==> config.mk <==
export PLATFORM = sky130hd
export DESIGN_NAME = stage_fetch
export DESIGN_NICKNAME = d
export VERILOG_FILES = /design/src/rtl/processor_defs.sv /design/src/rtl/stage_fetch_fd_latch.sv /design/src/rtl/stage_fetch.sv
export SDC_FILE = /design/constraint.sdc
export NUM_CORES = 1
export LEC_CHECK = 0
export CAP_MARGIN = 20
export CELL_PAD_IN_SITES_DETAIL_PLACEMENT = 1
export CELL_PAD_IN_SITES_GLOBAL_PLACEMENT = 1
export CORE_MARGIN = 1
export CORE_UTILIZATION = 32
export CTS_CLUSTER_DIAMETER = 100
export DETAILED_ROUTE_END_ITERATION = 7
export PLACE_DENSITY_LB_ADDON = 0.12
export SYNTH_ARGS = -nofsm -noshare
export SYNTH_HDL_FRONTEND = slang
export SYNTH_SLANG_ARGS = --single-unit
==> constraint.sdc <==
create_clock -name clock -period 2.9 [get_ports clock]
set_input_delay 0.725 -clock clock [delete_from_list [all_inputs] [get_ports clock]]
set_output_delay 0.725 -clock clock [all_outputs]
set_load 0.01 [all_outputs]
==> src/rtl/processor_defs.sv <==
// Shared opcode constants, instruction field positions and decode helpers
// used by the fetch/decode side of the 5-stage pipeline.
package processor_defs;

  localparam logic [4:0] OP_RTYPE = 5'b00000;
  localparam logic [4:0] OP_J     = 5'b00001;
  localparam logic [4:0] OP_BNE   = 5'b00010;
  localparam logic [4:0] OP_JAL   = 5'b00011;
  localparam logic [4:0] OP_JR    = 5'b00100;
  localparam logic [4:0] OP_ADDI  = 5'b00101;
  localparam logic [4:0] OP_BLT   = 5'b00110;
  localparam logic [4:0] OP_SW    = 5'b00111;
  localparam logic [4:0] OP_LW    = 5'b01000;
  localparam logic [4:0] OP_SETX  = 5'b10101;
  localparam logic [4:0] OP_BEX   = 5'b10110;

  localparam int FIELD_W    = 5;
  localparam int OPCODE_LSB = 27;
  localparam int RD_LSB     = 22;
  localparam int RS_LSB     = 17;
  localparam int RT_LSB     = 12;
  localparam int ALU_OP_LSB = 2;
  localparam int TARGET_W   = 27;

  localparam logic [31:0] NOP_WORD = 32'h0000_0000;

  // j and jal carry an absolute target and are taken in fetch.
  function automatic logic is_early_jump(input logic [31:0] insn);
    logic hit_s;
    case (insn[OPCODE_LSB +: FIELD_W])
      OP_J, OP_JAL: hit_s = 1'b1;
      default:      hit_s = 1'b0;
    endcase
    return hit_s;
  endfunction

endpackage

==> src/rtl/stage_fetch_fd_latch.sv <==
// F/D pipeline register: reset beats flush, flush beats stall, stall beats load.
// A flush keeps the old pc so the bubble still carries a sensible address.
module fd_latch
  import processor_defs::*;
(
  input  logic        clock,
  input  logic        reset,
  input  logic        flush,
  input  logic        stall,
  input  logic [31:0] load_insn,
  input  logic [31:0] load_pc,
  input  logic        load_early_jump,
  output logic        fd_valid,
  output logic [31:0] fd_insn,
  output logic [31:0] fd_pc,
  output logic        fd_early_jump
);

  logic        valid_r;
  logic [31:0] insn_r;
  logic [31:0] pc_r;
  logic        early_jump_r;

  // F/D register update with reset/flush/stall/load priority.
  always_ff @(posedge clock) begin
    if (reset) begin
      valid_r      <= 1'b0;
      insn_r       <= NOP_WORD;
      pc_r         <= 32'd0;
      early_jump_r <= 1'b0;
    end else if (flush) begin
      valid_r      <= 1'b0;
      insn_r       <= NOP_WORD;
      early_jump_r <= 1'b0;
    end else if (stall) begin
      valid_r      <= valid_r;
      insn_r       <= insn_r;
      pc_r         <= pc_r;
      early_jump_r <= early_jump_r;
    end else begin
      valid_r      <= 1'b1;
      insn_r       <= load_insn;
      pc_r         <= load_pc;
      early_jump_r <= load_early_jump;
    end
  end

  assign fd_valid      = valid_r;
  assign fd_insn       = insn_r;
  assign fd_pc         = pc_r;
  assign fd_early_jump = early_jump_r;

endmodule

==> src/rtl/stage_fetch.sv <==
// Instruction-fetch stage: owns the PC, picks the next fetch address and
// feeds the F/D register whose contents are sliced into decode fields.
module stage_fetch
  import processor_defs::*;
#(
  parameter int IMEM_AW = 12
) (
  input  logic               clock,
  input  logic               reset,
  input  logic               stall,
  input  logic               redirect_valid,
  input  logic [31:0]        redirect_pc,
  output logic [IMEM_AW-1:0] imem_addr,
  input  logic [31:0]        imem_data,
  output logic               fd_valid,
  output logic [31:0]        fd_insn,
  output logic [31:0]        fd_pc,
  output logic [31:0]        fd_pc_plus1,
  output logic               fd_early_jump,
  output logic [4:0]         opcode,
  output logic [4:0]         rd,
  output logic [4:0]         rs,
  output logic [4:0]         rt,
  output logic [4:0]         ALU_op
);

  logic [31:0] pc_r;
  logic [31:0] next_pc_s;
  logic        early_jump_s;

  assign early_jump_s = is_early_jump(imem_data);

  // Next fetch address; the ROM is synchronous so this is its read address.
  always_comb begin
    next_pc_s = pc_r + 32'd1;
    if (reset) begin
      next_pc_s = 32'd0;
    end else if (redirect_valid) begin
      next_pc_s = redirect_pc;
    end else if (stall) begin
      next_pc_s = pc_r;
    end else if (early_jump_s) begin
      next_pc_s = {5'b00000, imem_data[TARGET_W-1:0]};
    end else begin
      next_pc_s = pc_r + 32'd1;
    end
  end

  // pc_r always names the word currently presented on imem_data.
  always_ff @(posedge clock) begin
    if (reset) begin
      pc_r <= 32'd0;
    end else begin
      pc_r <= next_pc_s;
    end
  end

  assign imem_addr = next_pc_s[IMEM_AW-1:0];

  fd_latch u_fd_latch (
    .clock           (clock),
    .reset           (reset),
    .flush           (redirect_valid),
    .stall           (stall),
    .load_insn       (imem_data),
    .load_pc         (pc_r),
    .load_early_jump (early_jump_s),
    .fd_valid        (fd_valid),
    .fd_insn         (fd_insn),
    .fd_pc           (fd_pc),
    .fd_early_jump   (fd_early_jump)
  );

  assign fd_pc_plus1 = fd_pc + 32'd1;
  assign opcode      = fd_insn[OPCODE_LSB +: FIELD_W];
  assign rd          = fd_insn[RD_LSB +: FIELD_W];
  assign rs          = fd_insn[RS_LSB +: FIELD_W];
  assign rt          = fd_insn[RT_LSB +: FIELD_W];
  assign ALU_op      = fd_insn[ALU_OP_LSB +: FIELD_W];

endmodule

# After elaboration in Yosys (flattened, before gate mapping)
# Index checks and enable logic that the tools add are counted.
[totals]
n_memories = 0
latch_bits = 0
register_bits = 98
output_inout_bits = 135
mem_bits_ro = 0
inputBits = 68
mem_bits_rw = 0
[classes]
div_mod_pow = 0
n_bitwise = 2
shifts = 0
order_cmp = 0
n_mux = 5
reduce_logical = 3
mul = 0
add_sub_neg = 2
n_eq_ne = 3
[op_table]
columns = ["cell", "count"]
rows = [
  ["$mux W32", 3],
  ["$add A32 B1 Y32 const B", 2],
  ["$mux W12", 1],
  ["$eq A5 B1 Y1 const B", 1],
  ["$eq A5 B2 Y1 const B", 1],
  ["$reduce_or A2 Y1", 2],
  ["$ne A2 B1 Y1 const B", 1],
  ["$not A1 Y1", 2],
  ["$reduce_and A2 Y1", 1],
  ["$mux W1", 1],
]

# Depth between registers and ports, before layout
[logic_depth]
word_depth = 7
mapped_depth = 8
ltp_nobuf = 6

# Cells and area by module
# Synthesis repeated with hierarchy kept, for this count alone.
[unflattened]
hier_cells = 685
area_unflattened_um2 = 5688.0
[modules_own_cells]
columns = ["module", "area_each_um2", "cells_each", "instances"]
rows = [
  ["stage_fetch", 3133.0, 428, 1],
  ["fd_latch", 2555.0, 257, 1],
]

# Least setup slack after synthesis
# OpenSTA, ideal clock, no wires.
[synth_path]
path_kind = "input-to-output"
start = "input port imem_data[31]"
end = "output port imem_addr[8]"
t_arrival_ps = 2108
cell_stages = 6
path_slack_ps = 67
cell_sequence = "or4b_1 clkbuf_1 buf_2 a41oi_1 o22ai_1 o21ai_0"
[synth_between]
elab_chain_cells = 7
elab_cells_between_ends = 8
classes_between = "eq/ne (2); mux (5); reduce/logical (1)"
[synth_rtl]
columns = ["item", "line_no", "rtl"]
rows = [
  ["start: declaration", "stage_fetch.sv:14", "input logic [31:0] imem_data,"],
  ["$eq A5 B1 Y1 or $eq A5 B2 Y1 (tied branches)", "processor_defs.sv:30", "case (insn[OPCODE_LSB +: FIELD_W])"],
  ["$reduce_or A2 Y1 *", "processor_defs.sv:30", ""],
  ["$mux W1 *", "processor_defs.sv:30", ""],
  ["$mux W32 *", "stage_fetch.sv:42", "end else if (early_jump_s) begin"],
  ["$mux W32 *", "stage_fetch.sv:40", "end else if (stall) begin"],
  ["$mux W32 *", "stage_fetch.sv:38", "end else if (redirect_valid) begin"],
  ["$mux W12 *", "stage_fetch.sv:36", "if (reset) begin"],
  ["end: declaration", "stage_fetch.sv:13", "output logic [IMEM_AW-1:0] imem_addr,"],
]
# Mark *: on every way between the ends. The rest lies on a longest branch, timed or not. The select of a mux whose other input is x is not followed.

# Worst setup path in the final report
[layout_path]
start = "input port imem_data[31]"
end = "output port imem_addr[5]"
# Same word-level chain as after synthesis.

==> results.ini <==
[outcome]
run_status=finished, violations left
failed_checks=negative setup slack

[global_route]
antenna_found_initial=0
track_usage=0.240
vias_in_the_first_global_route=6153
grt_max_degree=43
grt_first_pass_wirelength_um=33000
global_route.overflow_total=0

[synth]
synth-seq-area-share=0.364
synth_ff_type=sky130_fd_sc_hd__dfxtp_1
post_synth_edffs=0
syn-instance-count=689
synth_cell_type_count=57
ys_top_cells_by_area=sky130_fd_sc_hd__dfxtp_1 36%, sky130_fd_sc_hd__a21oi_1 6.9%, sky130_fd_sc_hd__nand2_1 6.6%, sky130_fd_sc_hd__mux2i_1 5.2%, sky130_fd_sc_hd__nor2_1 4.7%
syn-cell-area_um2=5390
synth.ff_latch_count=98
yosys_warnings=0
netlist.top_cell.by_area=sky130_fd_sc_hd__dfxtp_1
synth_nets=759
synth-async-reset-ratio=0
postSynthAreaPerCell_um2=7.82
yosys.area.top_type_share=0.364

[power_and_ir_drop]
worst_ir_drop_vdd_mv=0.260
power_per_cell_area_nw_per_um2=397
cellLeakagePower_uw=0.00347

[sta]
finalHoldWorstSlack_ns=0.473
max_slew.worst_pin.slew_ns=0.804
rsz0062_at_grt=true
report.final.setup_viol=10
slew_violations=0
final_period_minus_worst_setup_slack_ns=3.02
worst_slack_ns=-0.117
layout_worst_path_cycle_share=1.04
worst_slew_margin_rel=0.460
finClkSkew_ns=0.0107
clock.fmax_mhz=331
final-hold-violation-count=0

[worst_setup_path]
worst_setup_path_end_kind=primary output
criticalPathCategory=primary input to primary output
cp_slowest_stage_delay_ns=0.58
critical_path.slowest_cell=sky130_fd_sc_hd__or4b_4
critical_path.max_fanout=6
cp_common_cell=sky130_fd_sc_hd__buf_6
worst-endpoint-arrival_ns=2.29
worstPathRequired_ns=2.17
timing.critical_path.cells=buf_6, or4b_4, buf_12, buf_6, nor2_4, a41oi_2, o22ai_2, a21oi_2, buf_2
worst_setup_path_start_kind=primary input

[finish]
flow.area_growth_from_synthesis_pct=62.1
antenna-diode-count=0
final_layout_size_suffix_gt1_frac=0.233
fillCellCount=1945
finalInstanceArea_um2=8740
final_net_count=1009
instances_no_fill=1164

[clock_network]
h-tree-depth=3
tritoncts=done
clock-root-buffer=sky130_fd_sc_hd__clkbuf_16
clock_sinks=98
clock_latency_ns=0.36
cts_made_buffers=9
worst_setup_hold_path_clk_slew_ns=0.07
holdBufCountCts=0
clock_path_buffers=2

[place]
dp_worst_setup_slack_ns=-0.893
place.gp.congestion=0.823
dpl.cell_count=1126
detailed_place_hpwl_um=15100
standard_cell_area_after_detailed_placement_um2=7950
portBuffers=202

[route]
route.detailed.wl_per_inst_um=18.2
ant_nets=0
post_drt_via_cell_ratio=5.22
detail_route.first_pass.iterations=4
drt-initial-drc-count=278
routed_wirelength_um=21200
dr_total_vias=6073
drc=0

[floorplanning]
core_region_area_um2=16500
start_util=0.326
design.die.area_um2=17400
die_width_um=132
floorplan.io_pins=203
placementRows=47
die_height_um=132

[flow_run]
max_capacitance_violation_count=0

[worst_hold_path]
worstHoldPathType=flip-flop to flip-flop

layout by cell type (no fill, tap or decap), types with 9 or more instances in the layout:
cell type / n
sky130_fd_sc_hd__o21ai_0: 25
sky130_fd_sc_hd__nor3_1: 11
sky130_fd_sc_hd__buf_2: 21
sky130_fd_sc_hd__clkdlybuf4s50_1: 161
sky130_fd_sc_hd__inv_1: 9
sky130_fd_sc_hd__nand2_1: 95
sky130_fd_sc_hd__buf_4: 100
sky130_fd_sc_hd__nor2_1: 56
sky130_fd_sc_hd__clkbuf_16: 9
sky130_fd_sc_hd__nand3_1: 22
sky130_fd_sc_hd__mux2i_1: 28
sky130_fd_sc_hd__xnor2_1: 22
sky130_fd_sc_hd__a21oi_1: 66
sky130_fd_sc_hd__o22ai_1: 14
sky130_fd_sc_hd__and3_1: 14
sky130_fd_sc_hd__xor2_1: 21
sky130_fd_sc_hd__nand4_1: 19
sky130_fd_sc_hd__dfxtp_1: 88
worst max-delay path: cells and delay by family:
kind / cells / cell delay, ns
buffers and inverters: 4 / 0.54
and+or+nand+nor: 2 / 0.67
AOI/OAI and AO/OA: 3 / 0.35
path summary, 6_finish.rpt:
kind,from,to,slack (ns),depth (start not counted)
worst min-delay path,u_fd_latch.fd_valid,u_fd_latch.fd_valid,0.47,2
worst max register to register,pc_r[17],pc_r[30],0.82,5
worst min register to register,u_fd_latch.fd_valid,u_fd_latch.fd_valid,0.47,2
worst max-delay path,imem_data[31],imem_addr[5],-0.12,9
area by class of cell:
| cell class | count | area [um2] | area share |
|---|---|---|---|
| clock buffer | 9 | 225 | 0.0258 |
| multi-input combinational | 508 | 3280 | 0.375 |
| inverter | 10 | 41.3 | 0.00473 |
| tap | 220 | 275 | 0.0315 |
| timing repair buffer | 312 | 2840 | 0.325 |
| sequential | 98 | 1980 | 0.227 |
| clock inverter | 7 | 98.8 | 0.0113 |
registers in the layout, summed over array words and instances (netlist names):
signal and count:
u_fd_latch.fd_pc 32, pc_r 32, u_fd_latch.fd_valid 1, u_fd_latch.fd_insn 32, u_fd_latch.fd_early_jump 1
cells in the mapped netlist (3+ instances only):
master / number
sky130_fd_sc_hd__dfxtp_1: 98
sky130_fd_sc_hd__nand2_1: 95
sky130_fd_sc_hd__a21oi_1: 74
sky130_fd_sc_hd__nor2_1: 67
sky130_fd_sc_hd__clkbuf_1: 30
sky130_fd_sc_hd__buf_4: 28
sky130_fd_sc_hd__mux2i_1: 28
sky130_fd_sc_hd__o21ai_0: 28
sky130_fd_sc_hd__nand3_1: 23
sky130_fd_sc_hd__xnor2_1: 22
sky130_fd_sc_hd__xor2_1: 21
sky130_fd_sc_hd__nand4_1: 19
sky130_fd_sc_hd__o22ai_1: 17
sky130_fd_sc_hd__nor3_1: 16
sky130_fd_sc_hd__and3_1: 14
sky130_fd_sc_hd__buf_2: 11
sky130_fd_sc_hd__a31oi_1: 10
sky130_fd_sc_hd__inv_1: 10
sky130_fd_sc_hd__nor2b_1: 9
sky130_fd_sc_hd__and4_1: 8
sky130_fd_sc_hd__a221o_1: 6
sky130_fd_sc_hd__nor4_1: 5
sky130_fd_sc_hd__or3_1: 3
repair_timing:
item / CTS / global route
buffers inserted: 11 / 8
setup endpoints to repair: 34 / 28
pin swaps: 26 / 20
hold endpoints to repair: 0 / 0
cloned: 3 / 0
gates resized for setup: 163 / 48
routing by layer:
layer	global-route usage	part of all wire
met2	0.397	0.47
met1	0.302	0.44
met4	0.0950	0.027
met3	0.0534	0.064
met5	0	0
metrics by stage:
stage / util / power (uW) / setup TNS (ns)
floorplan: - / 1770 / 0
global placement: 0.481 / 2120 / -9.52
detailed placement: 0.481 / 2130 / -10.42
CTS: 0.520 / 3480 / -0.877
global route: 0.529 / 3610 / -1.08
finish: 0.529 / 3470 / -0.722
kinds of logic (layout without fill, tap and decap cells):
family | after synthesis | after routing | synth area share
DFF | 98 | 98 | 0.364
xor gates and xnor gates | 43 | 43 | 0.0699
adders and majority gates | 2 | 2 | 0.00464
muxes | 29 | 29 | 0.0541
buffers and inverters | 83 | 338 | 0.0815
and+or+nand+nor | 277 | 277 | 0.255
AOI/OAI and AO/OA | 157 | 157 | 0.171
power breakdown:
group          leakage, uW  total (uW)  internal [uW]  switching (uW)
logic              0.00251         679            355             324
clock network     0.000157        1320            764             553
registers         0.000807        1470           1400            68.6
Power figures use the tool's default switching activity.
